[src/rtl/dport_mailbox.sv]
// dport_mailbox: memory-mapped mailbox on the core data port (mem_d_*).
// Four RW scratch words (RESULT0..3), a sticky first-write-wins STATUS word
// and a CYCLE word, answered in order after a fixed LATENCY, with optional
// periodic accept throttling (STALL_PERIOD).
// Optional feature macro: DPORT_MAILBOX_CYCLE_CNT_EN adds a free-running cycle
// counter behind CYCLE; RESULT3 writes latch a snapshot of it into CYCLE.
module dport_mailbox #(
    parameter logic [31:0] BASE_ADDR    = 32'h9000_0000,
    parameter int          LATENCY      = 2,
    parameter int          STALL_PERIOD = 0
) (
    input  logic        clk,
    input  logic        rst,
    input  logic [31:0] mem_d_addr_i,
    input  logic [31:0] mem_d_data_wr_i,
    input  logic        mem_d_rd_i,
    input  logic [3:0]  mem_d_wr_i,
    input  logic        mem_d_cacheable_i,
    input  logic [10:0] mem_d_req_tag_i,
    input  logic        mem_d_invalidate_i,
    input  logic        mem_d_writeback_i,
    input  logic        mem_d_flush_i,
    output logic [31:0] mem_d_data_rd_o,
    output logic        mem_d_accept_o,
    output logic        mem_d_ack_o,
    output logic        mem_d_error_o,
    output logic [10:0] mem_d_resp_tag_o,
    output logic        done_o,
    output logic        pass_o,
    output logic [31:0] code_o
);
    localparam logic [31:0] STALL_LAST = (STALL_PERIOD == 0) ? 32'd0 : 32'(STALL_PERIOD - 1);

    logic [31:0]              stall_cnt_q, stall_cnt_d;
    logic [3:0][31:0]         result_q, result_d;
    logic                     done_q, done_d, pass_q, pass_d;
    logic [31:0]              code_q, code_d;
    logic [LATENCY-1:0]       pv_q, pv_d, perr_q, perr_d;
    logic [LATENCY-1:0][10:0] ptag_q, ptag_d;
    logic [LATENCY-1:0][31:0] pdata_q, pdata_d;
`ifdef DPORT_MAILBOX_CYCLE_CNT_EN
    logic [31:0]              cyc_cnt_q, cyc_cnt_d, cyc_snap_q, cyc_snap_d;
    logic                     snap_vld_q, snap_vld_d;
`endif

    logic        accept_s, maint_s, is_wr_s, is_rd_s, req_vld_s, taken_s;
    logic        in_win_s, dec_err_s, wr_ok_s;
    logic [5:0]  off_s;
    logic [31:0] rdata_s, cycle_rd_s;
    logic        unused_s;

    // Byte-offset bits and the cacheable hint carry no meaning here.
    assign unused_s = ^{mem_d_cacheable_i, mem_d_addr_i[1:0]};

    // Accept is low on the last count of each throttle period.
    assign accept_s = (STALL_PERIOD == 0) || (stall_cnt_q != STALL_LAST);

`ifdef DPORT_MAILBOX_CYCLE_CNT_EN
    assign cycle_rd_s = snap_vld_q ? cyc_snap_q : cyc_cnt_q;
`else
    assign cycle_rd_s = 32'd0;
`endif

    // Decode the presented request into read data and an error flag.
    always_comb begin
        maint_s   = mem_d_invalidate_i | mem_d_writeback_i | mem_d_flush_i;
        is_wr_s   = (mem_d_wr_i != 4'b0000);
        is_rd_s   = mem_d_rd_i;
        req_vld_s = is_rd_s | is_wr_s | maint_s;
        taken_s   = req_vld_s & accept_s;
        in_win_s  = (mem_d_addr_i[31:8] == BASE_ADDR[31:8]);
        off_s     = mem_d_addr_i[7:2];
        dec_err_s = 1'b0;
        rdata_s   = 32'd0;
        if (maint_s) begin
            // Maintenance ops win over any rd/wr presented alongside them.
            dec_err_s = 1'b0;
        end else if (!in_win_s || (is_rd_s && is_wr_s)) begin
            dec_err_s = 1'b1;
        end else begin
            case (off_s)
                6'd0, 6'd1, 6'd2, 6'd3: rdata_s = is_wr_s ? 32'd0 : result_q[off_s[1:0]];
                6'd4:    rdata_s = is_wr_s ? 32'd0 : {30'd0, pass_q, done_q};
                6'd5: begin
                    if (is_wr_s) begin
                        dec_err_s = 1'b1;
                    end else begin
                        rdata_s = cycle_rd_s;
                    end
                end
                default: dec_err_s = 1'b1;
            endcase
        end
        wr_ok_s = taken_s & ~maint_s & ~dec_err_s & is_wr_s;
    end

    // Register-file updates take effect at the accept edge.
    always_comb begin
        result_d = result_q;
        done_d   = done_q;
        pass_d   = pass_q;
        code_d   = code_q;
        if (wr_ok_s && (off_s < 6'd4)) begin
            for (int b = 0; b < 4; b++) begin
                if (mem_d_wr_i[b]) begin
                    result_d[off_s[1:0]][8*b +: 8] = mem_d_data_wr_i[8*b +: 8];
                end else begin
                    result_d[off_s[1:0]][8*b +: 8] = result_q[off_s[1:0]][8*b +: 8];
                end
            end
        end else if (wr_ok_s && (off_s == 6'd4) && !done_q) begin
            // Only the first STATUS write counts; strobes are ignored.
            done_d = 1'b1;
            code_d = mem_d_data_wr_i;
            pass_d = (mem_d_data_wr_i == 32'd1);
        end else begin
            result_d = result_q;
        end
    end

`ifdef DPORT_MAILBOX_CYCLE_CNT_EN
    // Free-running counter; RESULT3 writes freeze a snapshot for CYCLE reads.
    always_comb begin
        cyc_cnt_d  = cyc_cnt_q + 32'd1;
        cyc_snap_d = cyc_snap_q;
        snap_vld_d = snap_vld_q;
        if (wr_ok_s && (off_s == 6'd3)) begin
            cyc_snap_d = cyc_cnt_q;
            snap_vld_d = 1'b1;
        end else begin
            snap_vld_d = snap_vld_q;
        end
    end
`endif

    // Throttle counter and fixed-latency response shift pipeline.
    always_comb begin
        if (STALL_PERIOD == 0) begin
            stall_cnt_d = 32'd0;
        end else if (stall_cnt_q == STALL_LAST) begin
            stall_cnt_d = 32'd0;
        end else begin
            stall_cnt_d = stall_cnt_q + 32'd1;
        end
        pv_d       = '0;
        perr_d     = '0;
        ptag_d     = '0;
        pdata_d    = '0;
        pv_d[0]    = taken_s;
        perr_d[0]  = taken_s & dec_err_s;
        ptag_d[0]  = taken_s ? mem_d_req_tag_i : 11'd0;
        pdata_d[0] = taken_s ? rdata_s : 32'd0;
        for (int i = 1; i < LATENCY; i++) begin
            pv_d[i]    = pv_q[i-1];
            perr_d[i]  = perr_q[i-1];
            ptag_d[i]  = ptag_q[i-1];
            pdata_d[i] = pdata_q[i-1];
        end
    end

    // State registers with synchronous active-low reset.
    always_ff @(posedge clk) begin
        if (!rst) begin
            stall_cnt_q <= 32'd0;
            result_q    <= '0;
            done_q      <= 1'b0;
            pass_q      <= 1'b0;
            code_q      <= 32'd0;
            pv_q        <= '0;
            perr_q      <= '0;
            ptag_q      <= '0;
            pdata_q     <= '0;
`ifdef DPORT_MAILBOX_CYCLE_CNT_EN
            cyc_cnt_q   <= 32'd0;
            cyc_snap_q  <= 32'd0;
            snap_vld_q  <= 1'b0;
`endif
        end else begin
            stall_cnt_q <= stall_cnt_d;
            result_q    <= result_d;
            done_q      <= done_d;
            pass_q      <= pass_d;
            code_q      <= code_d;
            pv_q        <= pv_d;
            perr_q      <= perr_d;
            ptag_q      <= ptag_d;
            pdata_q     <= pdata_d;
`ifdef DPORT_MAILBOX_CYCLE_CNT_EN
            cyc_cnt_q   <= cyc_cnt_d;
            cyc_snap_q  <= cyc_snap_d;
            snap_vld_q  <= snap_vld_d;
`endif
        end
    end

    assign mem_d_accept_o   = accept_s;
    assign mem_d_ack_o      = pv_q[LATENCY-1];
    assign mem_d_error_o    = perr_q[LATENCY-1];
    assign mem_d_resp_tag_o = ptag_q[LATENCY-1];
    assign mem_d_data_rd_o  = pdata_q[LATENCY-1];
    assign done_o           = done_q;
    assign pass_o           = pass_q;
    assign code_o           = code_q;
endmodule

[config.mk]
export PLATFORM = sky130hd
export DESIGN_NAME = dport_mailbox
export DESIGN_NICKNAME = d
export VERILOG_FILES = /design/src/rtl/dport_mailbox.sv
export SDC_FILE = /design/constraint.sdc
export NUM_CORES = 1
export LEC_CHECK = 0
export ABC_AREA = 1
export BUFFER_PORTS_ARGS = -buffer_cell sky130_fd_sc_hd__buf_2
export CORE_MARGIN = 3
export CORE_UTILIZATION = 56
export DETAILED_ROUTE_END_ITERATION = 6
export HOLD_SLACK_MARGIN = 0.02
export PLACE_DENSITY = 0.77
export SKIP_LAST_GASP = 1
export SLEW_MARGIN = 0
export SYNTH_ARGS = -nofsm -noshare
export SYNTH_HDL_FRONTEND = slang
export SYNTH_SLANG_ARGS = --single-unit
[constraint.sdc]
create_clock -name clk -period 2.25 [get_ports clk]
set_input_delay 0.45 -clock clk [delete_from_list [all_inputs] [get_ports clk]]
set_output_delay 0.45 -clock clk [all_outputs]
set_load 0.05 [all_outputs]
==> flow_metrics.env, run 1 <==
export IMPL_power_static_leakage_nw=6.33
export IMPL_number_of_antenna_violations_at_the_first_check_in_global_routing=1
export IMPL_floorplan_die_height_um=143
export IMPL_number_of_flops_mapped_to_enable_cells_by_yosys=0
export IMPL_post_route_util_pct=69.6
export IMPL_clk_lat_worst_skew_ps=520
export IMPL_max_stage_delay_ps=200
export IMPL_power_density_nw_per_um2=753
export IMPL_cts_hold_buffers=0
export IMPL_cap_viol_max_count=0
export IMPL_cts_tree="yes"
export IMPL_final_cell_count_no_fill=1893
export IMPL_timing_critical_path_cells="buf_2 > nor2_1 > nand2_1 > nand2_1 > nand2_1 > nor2_1 > nand4_1 > buf_4 > buf_4 > nor2_4 > buf_12 > nand2_1 > nand2_1 > nor2_1"
export IMPL_postCtsSetupRepairBufs=0
export IMPL_timing_hold_ws_ps=146
export IMPL_crit_path_max_fanout=20
export IMPL_drcViolationCount=0
export IMPL_first_global_vias=8974
export IMPL_ys_warnings_count=0
export IMPL_drt_wirelength_per_cell_um=14.2
export IMPL_drt_wl_total_um=26800
export IMPL_drt_pre_antenna_iters=5
export IMPL_synthDistinctLibCells=29
export IMPL_mostFrequentLayoutCell="nor2_1"
export IMPL_cts_reportedPaths_clkPinSlew_ps=60
export IMPL_timing_fmax_mhz=554
export IMPL_max_slew_margin_pct=61.4
export IMPL_setup_worst_path_end_class="register"
export IMPL_finalCritPeriodShare_pct=80.2
export IMPL_synth_top_area_share_pct=48.1
export IMPL_post_synth_main_area_contributors="dfxtp_1 (48%), nor2_1 (14%), nand2_1 (13%), o21bai_1 (6.9%), inv_1 (5.5%)"
export IMPL_critical_path_required_ps=2670
export IMPL_critical_path_slowest_cell="nor2_1"
export IMPL_fillCellCount=1521
export IMPL_cts_buffer_depth=3
export IMPL_clock_sink_count=252
export IMPL_track_usage_pct=25.7
export IMPL_syn_to_final_growth_pct=20.5
export IMPL_final_hold_viol_count=0
export IMPL_detail_route_antenna_nets=0
export IMPL_numCtsBuffers=26
export IMPL_cp_data_arrival_time_ps=2220
export IMPL_cts_root_buf="clkbuf_16"
export IMPL_dp_hpwl_um=17000
export IMPL_async_reset_ff_share_pct=0
export IMPL_drive_gt1_share_pct=15.9
export IMPL_synth_avg_cell_area_um2=7.00
export IMPL_design_portCount=166
export IMPL_mappedNetlistArea_um2=10500
export IMPL_place_gp_congestion=0.830
export IMPL_io_buffers=161
export IMPL_clock_tree_htree_level_count=1
export IMPL_die_outline_width_um=143
export IMPL_ctsResizeCount=0
export IMPL_synth_largest_area_cell="dfxtp_1"
export IMPL_drt_iter0_markers=635
export IMPL_max_vdd_ir_drop_mv=0.682
export IMPL_placeableCoreArea_um2=18100
export IMPL_syn_num_nets=1583
export IMPL_maximum_number_of_pins_on_one_net_before_global_route_repair=131
export IMPL_yosysSeqAreaShare_pct=48.1
export IMPL_layout_common_cells="nor2_1 (383), nand2_1 (372), dfxtp_1 (252), buf_2 (160), inv_1 (154)"
export IMPL_synth_ff_type="dfxtp_1"
export IMPL_globalRoute_totalOverflow=0
export IMPL_crit_top_cell="nand2_1"
export IMPL_slew_violations=0
export IMPL_holdCritPathClass="input pin to register"
export IMPL_design_die_area_um2=20400
export IMPL_timing_critical_path_from_type="input pin"
export IMPL_flip_flop_and_latch_count_after_synthesis=252
export IMPL_setup_viol=0
export IMPL_floorplan_initialDensity_pct=57.8
export IMPL_vias_per_cell=5.17
export IMPL_timing_worst_setup_path_type="input pin to register"
export IMPL_layout_min_cycle_time_ps=1800
export IMPL_outcome="finished, final reports clean"
export IMPL_clock_skew_ps=8.26
export IMPL_worst_slew_pin_transition_ps=579
export IMPL_antenna_diode_count=0
export IMPL_rows=49
export IMPL_total_placed_cells_including_tap_cells=1846
export IMPL_rsz_0062_raised_after_global_routing="no"
export IMPL_grt_first_pass_wirelength_um=43100
export IMPL_vias=9788
export IMPL_nets=1731
export IMPL_synth_cells=1497
critical path: cells and delay by family:
kind,cells,cell delay (ps)
simple gates,10,1090
buf+inv,4,680
per-stage QoR:
stage | setup slack, ps | total power [mW] | cell area [µm²] | setup TNS [ps]
after CTS | 432 | 9.57 | 12600 | 0
after global placement | -64.5 | 5.06 | 11700 | -1040
final | 446 | 9.50 | 12600 | 0
after floorplan | 368 | 4.85 | 10500 | 0
after detailed placement | -91.7 | 5.07 | 11700 | -2360
after global routing | 227 | 9.79 | 12600 | 0
kinds of logic after synthesis:
logic type / after synthesis / synth area share (%)
and+or+nand+nor: 808 / 29.9
buffers and inverters: 241 / 9.01
AOI/OAI and AO/OA: 195 / 12.9
other: 1 / 0.0358
DFF: 252 / 48.1
path summary, 6_finish.rpt:
check / startpoint / end / slack [ps] / depth (start not counted)
worst min register to register: pdata_d[45] / mem_d_data_rd_o[13] / 410 / 2
worst min-delay path: mem_d_req_tag_i[4] / ptag_d[15] / 150 / 3
worst max-delay path: mem_d_wr_i[3] / result_q[78] / 450 / 14
worst max register to register: result_q[11] / result_q[11] / 810 / 6
cell usage after synthesis (all sizes together) (2+ instances only):
cell type,number
a21oi,10
a22oi,22
a31oi,30
a41oi,11
buf,34
clkbuf,50
dfxtp,252
inv,156
nand2,373
nand3,29
nand4,2
nor2,387
nor3,3
nor4,6
o21ai,24
o21bai,97
or2,7
layout make-up:
| cell class | count | area [µm²] | area share, % |
|---|---|---|---|
| Clock buffer | 32 | 734 | 5.82 |
| Clock inverter | 15 | 189 | 1.50 |
| Inverter | 157 | 589 | 4.67 |
| Multi-Input combinational cell | 1004 | 4500 | 35.6 |
| Sequential cell | 252 | 5040 | 39.9 |
| Tap cell | 229 | 287 | 2.27 |
| Timing Repair Buffer | 204 | 1280 | 10.2 |
per-layer routing:
metal	vias to the layer above	routed length (µm)	track usage [%]
met3	66	2260	4.55
met2	406	12500	43.7
li1	4911	-	-
met1	4403	11200	33.1
met5	-	13	0
met4	2	810	8.45
sequential cells by signal, indices dropped and copies added (netlist names):
signal            cells
pv_q                  2
code_o               32
mem_d_data_rd_o      32
done_o                1
pass_o                1
perr_q                2
ptag_d               11
mem_d_resp_tag_o     11
pdata_d              32
result_q            128
power by group:
| group | total (mW) | internal (mW) | leakage [nW] | switching (mW) |
|---|---|---|---|---|
| clock | 4.53 | 2.78 | 0.448 | 1.75 |
| combinational | 0.491 | 0.141 | 3.85 | 0.349 |
| sequential | 4.49 | 4.48 | 2.03 | 0.00458 |
Note: power is estimated with default switching activity, not from simulation.
==> inputs of run 2 (changes only) <==
Settings changed: CORE_UTILIZATION 56 to 51, PLACE_DENSITY 0.77 to 0.74.
Clock period 2.25 ns to 1.6 ns, I/O delays scaled along.
==> flow_metrics.env, run 2 (synthesized netlist as in run 1, its figures left out) <==
export IMPL_post_place_ws_ps=-590
export IMPL_cts_buffer_depth=3
export IMPL_nets=1855
export IMPL_worstHoldPathCells=3
export IMPL_floorplan_initialDensity_pct=52.8
export IMPL_slew_violations=0
export IMPL_floorplan_die_height_um=149
export IMPL_power_density_nw_per_um2=933
export IMPL_globalRoute_totalOverflow=0
export IMPL_slack_of_the_critical_path_ps=13.5
export IMPL_cts_tree="yes"
export IMPL_drt_iter0_markers=808
export IMPL_cp_data_arrival_time_ps=2040
export IMPL_seq_area_um2=5040
export IMPL_sw_frac_of_total_pct=23.0
export IMPL_layout_min_cycle_time_ps=1590
export IMPL_dp_hpwl_um=19700
export IMPL_number_of_antenna_violations_at_the_first_check_in_global_routing=0
export IMPL_p_int_mw=9.85
export IMPL_met1Wirelength_um=12700
export IMPL_track_usage_pct=25.6
export IMPL_detail_route_antenna_nets=0
export IMPL_post_route_util_pct=69.2
export IMPL_outcome="finished, final reports clean"
export IMPL_cts_root_buf="clkbuf_16"
export IMPL_power_combinational_fraction_pct=6.3
export IMPL_r2r_worst_path_cells=6
export IMPL_drive_gt1_share_pct=22.2
export IMPL_timing_hold_ws_ps=36.4
export IMPL_total_placed_cells_including_tap_cells=1990
export IMPL_clk_pwr_share_pct=44.4
export IMPL_final_hold_viol_count=0
export IMPL_placeableCoreArea_um2=19800
export IMPL_rows=51
export IMPL_timing_fmax_mhz=630
export IMPL_power_static_leakage_nw=6.92
export IMPL_design_portCount=166
export IMPL_clk_lat_worst_skew_ps=520
export IMPL_drt_wirelength_per_cell_um=14.5
export IMPL_vias=10400
export IMPL_holdCritPathClass="input pin to register"
export IMPL_largest_register_ff_count=128
export IMPL_final_cell_count_no_fill=2048
export IMPL_cap_viol_max_count=0
export IMPL_worst_r2r_startpoint="result_q[11]"
export IMPL_grt_first_pass_wirelength_um=46500
export IMPL_die_outline_width_um=149
export IMPL_numCtsBuffers=27
export IMPL_timing_worst_setup_path_type="input pin to register"
export IMPL_timing_critical_path_from_type="input pin"
export IMPL_layout_common_cells="nor2_1 (371), nand2_1 (364), dfxtp_1 (252), buf_2 (155), inv_1 (153)"
export IMPL_clock_sink_count=252
export IMPL_clock_tree_htree_level_count=1
export IMPL_dr_wl_met2_um=13900
export IMPL_max_flop_register="result_q"
export IMPL_topRoutingLayerUsed="met4"
export IMPL_multiInputGateArea_um2=4610
export IMPL_worst_slew_pin_transition_ps=835
export IMPL_maximum_number_of_pins_on_one_net_before_global_route_repair=100
export IMPL_drt_pre_antenna_iters=7
export IMPL_setup_viol=0
export IMPL_place_gp_congestion=0.902
export IMPL_worst_r2r_endpoint="result_q[11]"
export IMPL_max_vdd_ir_drop_mv=0.726
export IMPL_clock_skew_ps=9.60
export IMPL_power_share_sequential_pct=49.3
export IMPL_hold_start="mem_d_req_tag_i[2]"
export IMPL_setup_worst_path_end_class="register"
export IMPL_finalCritPeriodShare_pct=99.2
export IMPL_drt_wl_total_um=29700
export IMPL_max_slew_margin_pct=44.3
export IMPL_rrSetupSlack_ps=210
export IMPL_first_global_vias=9611
export IMPL_drcViolationCount=0
export IMPL_crit_path_max_fanout=11
export IMPL_cts_reportedPaths_clkPinSlew_ps=60
export IMPL_finalSetupTns_ps=0
export IMPL_fillCellCount=1650
export IMPL_design_die_area_um2=22300
export IMPL_io_buffers=161
export IMPL_mostFrequentLayoutCell="nor2_1"
export IMPL_syn_to_final_growth_pct=31.0
export IMPL_vias_per_cell=5.06
export IMPL_rsz_0062_raised_after_global_routing="yes"
export IMPL_wl_met3_um=2260
export IMPL_worstHoldEndpoint="ptag_d[13]"
export IMPL_p_sw_mw=2.95
export IMPL_critical_path_required_ps=2060
==> run 2: timing repair <==
| action | CTS | global route |
|---|---|---|
| hold endpoints to repair | 8 | 0 |
| pin swaps | 1 | 18 |
| cloned | 0 | 3 |
| setup endpoints to repair | 52 | 152 |
| gates resized for setup | 1 | 38 |
| buffers inserted | 1 | 3 |
| hold buffers | 8 | 0 |
==> run 2: stage by stage <==
stage / total power, mW / instance area [µm²]
after floorplan: 6.82 / 10600
final: 12.8 / 13700
after detailed placement: 7.20 / 12600
after global routing: 13.2 / 13700
after global placement: 7.19 / 12600
after CTS: 12.9 / 13500
==> run 2: cell type report <==
type / count / share of cell area, %
flip-flops and latches: 252 / 36.7
well taps: 265 / 2.42
repair buffers: 327 / 17.2
inverters: 157 / 4.31
clock inverters: 6 / 0.255
clock buffers: 36 / 5.53
multi-input cells: 1004 / 33.6
diodes: 1 / 0.0182
==> run 2: routing by layer <==
metal | vias to the layer above | global-route usage [%]
li1 | 5160 | -
met1 | 4738 | 33.5
met2 | 387 | 43.6
met3 | 77 | 4.59
met4 | 0 | 7.14
met5 | - | 0
==> run 2: worst max-delay path, stage by stage <==
cell and delay [ps]:
buf_6 110, nor2_4 160, nand2_2 80, nor2_4 130, nor2_2 50, nand2_1 80, nand4_1 240, buf_6 230
buf_4 140, clkbuf_16 160, o21bai_1 120, nand2_1 80, nor2_1 110
==> run 2: power by group through the flow <==
stage	Sequential, mW	Clock [mW]	Combinational (mW)
after floorplan	6.49	0	0.329
after global placement	6.45	0	0.744
after detailed placement	6.45	0	0.753
after CTS	6.31	5.77	0.773
after global routing	6.31	6.02	0.871
final	6.31	5.68	0.809
==> run 2: worst max-delay path by stage <==
stage	from	end	slack (ps)
4_1_cts	pass_o	pass_o	10
3_5_place_dp	mem_d_wr_i[2]	result_q[24]	-590
5_1_grt	mem_d_addr_i[3]	result_q[56]	-50
6_report	mem_d_addr_i[2]	result_q[1]	10
3_3_place_gp	mem_d_wr_i[2]	result_q[29]	-560
2_1_floorplan	mem_d_wr_i[0]	result_q[92]	-50
==> inputs of run 3 (changes only) <==
Settings changed: ABC_CLOCK_PERIOD_IN_PS set to 1600, PLACE_DENSITY 0.74 to 0.76.
==> flow_metrics.env, run 3 (synthesized netlist as in run 1, its figures left out) <==
export IMPL_outcome="finished, violations left"
export IMPL_violations_in_the_final_reports="design-rule violations"
export IMPL_finalSetupTns_ps=0
export IMPL_timing_critical_path_from_type="input pin"
export IMPL_crit_path_max_fanout=8
export IMPL_seq_area_um2=5040
export IMPL_timing_fmax_mhz=625
export IMPL_setup_viol=0
export IMPL_floorplan_die_height_um=149
export IMPL_clock_sink_count=252
export IMPL_drt_iter0_markers=808
export IMPL_mostFrequentLayoutCell="nor2_1"
export IMPL_rows=51
export IMPL_placeableCoreArea_um2=19800
export IMPL_numCtsBuffers=26
export IMPL_die_outline_width_um=149
export IMPL_globalRoute_totalOverflow=0
export IMPL_cts_tree="yes"
export IMPL_clock_tree_htree_level_count=1
export IMPL_largest_register_ff_count=128
export IMPL_drcViolationCount=1
export IMPL_layout_min_cycle_time_ps=1600
export IMPL_drt_wl_total_um=30700
export IMPL_power_density_nw_per_um2=956
export IMPL_maximum_number_of_pins_on_one_net_before_global_route_repair=82
export IMPL_place_gp_congestion=0.867
export IMPL_design_portCount=166
export IMPL_timing_worst_setup_path_type="input pin to register"
export IMPL_clk_lat_worst_skew_ps=520
export IMPL_max_vdd_ir_drop_mv=0.784
export IMPL_drt_pre_antenna_iters=7
export IMPL_cts_reportedPaths_clkPinSlew_ps=60
export IMPL_finalCritPeriodShare_pct=100
export IMPL_vias_per_cell=5.07
export IMPL_dp_hpwl_um=19900
export IMPL_floorplan_initialDensity_pct=52.8
export IMPL_drive_gt1_share_pct=22.5
export IMPL_final_hold_viol_count=0
export IMPL_rsz_0062_raised_after_global_routing="yes"
export IMPL_io_buffers=161
export IMPL_cts_root_buf="clkbuf_16"
export IMPL_power_static_leakage_nw=6.98
export IMPL_nets=1858
export IMPL_antenna_diode_count=0
export IMPL_track_usage_pct=26.3
export IMPL_clock_skew_ps=6.93
export IMPL_critical_path_required_ps=2010
export IMPL_layout_common_cells="nor2_1 (373), nand2_1 (359), dfxtp_1 (252), buf_2 (156), inv_1 (154)"
export IMPL_setup_worst_path_end_class="register"
export IMPL_timing_hold_ws_ps=44.4
export IMPL_drt_wirelength_per_cell_um=14.9
export IMPL_post_route_util_pct=70.1
export IMPL_number_of_antenna_violations_at_the_first_check_in_global_routing=1
export IMPL_max_flop_register="result_q"
export IMPL_holdCritPathClass="input pin to register"
export IMPL_max_slew_margin_pct=65.6
export IMPL_grt_first_pass_wirelength_um=47800
export IMPL_slew_violations=0
export IMPL_vias=10400
export IMPL_total_power_mw=13.3
export IMPL_worst_slew_pin_transition_ps=511
export IMPL_first_global_vias=9862
export IMPL_detail_route_antenna_nets=0
export IMPL_syn_to_final_growth_pct=32.7
export IMPL_multiInputGateArea_um2=4620
export IMPL_cts_buffer_depth=3
export IMPL_fillCellCount=1610
export IMPL_design_die_area_um2=22300
export IMPL_cap_viol_max_count=0
export IMPL_cp_data_arrival_time_ps=2010
run 3: changes by cell type in the layout (fill, tap and decap cells not counted), moves of 3 or more:
cell       delta
buf_12        +7
buf_6         -3
o21ai_0       -3
nand2_1       -5
o21ai_1       +3
nand2_2       +5
bufinv_16     +3
run 3: where the power goes:
group	internal [mW]	total (mW)	switching, mW
logic	0.277	0.828	0.551
clock network	3.70	6.15	2.45
registers	6.30	6.31	0.00664
total	10.3	13.3	3.01
run 3: worst paths after layout:
check | startpoint | endpoint | slack (ps) | cells past startpoint
hold / removal | mem_d_req_tag_i[3] | ptag_d[14] | 40 | 3
setup reg to reg | result_q[10] | result_q[10] | 230 | 6
hold reg to reg | pdata_d[35] | mem_d_data_rd_o[3] | 410 | 2
setup / recovery | mem_d_wr_i[2] | result_q[83] | 0.6 | 14
run 3: area by class of cell:
type / count / area share, %
well taps: 265 / 2.38
clock buffers: 36 / 5.32
inverters: 157 / 4.27
clock inverters: 10 / 0.918
flip-flops and latches: 252 / 36.3
multi-input cells: 1004 / 33.2
repair buffers: 331 / 17.6
run 3: metrics by stage:
stage / std cells / instance area, µm² / setup slack, ps
floorplan: 1497 / 10600 / -50.9
global placement: 1993 / 12700 / -654
detailed placement: 1993 / 12700 / -691
CTS: 2049 / 13700 / -1.42
global route: 2055 / 13900 / -42.4
finish: 2055 / 13900 / 0.552
run 3: worst max-delay path: stages:
cell and delay [ps]:
buf_2 120, nor2_4 150, nand2_2 100, nand2_2 90, nand2_2 70, nor2_4 130
nand4_1 160, buf_6 180, buf_4 150, inv_6 90, nand2_2 60, buf_4 180
nor2_1 140, nor2_1 70
run 3: repair_timing:
action,4_1_cts,5_1_grt
endpoints found under the setup margin,130,99
pin swaps,1,14
resized for setup,5,36
cloned,0,3
hold buffers,9,0
buffers inserted,1,4
hold endpoints to repair,9,0
run 3: layer usage:
layer  up-vias  share of wire [%]  GRT usage, %
met5         -              0.039             0
met4         2                3.0          8.33
met3        77                8.4          3.83
met2       426                 47          44.2
met1      4731                 42          35.0
li1       5174                  -             -
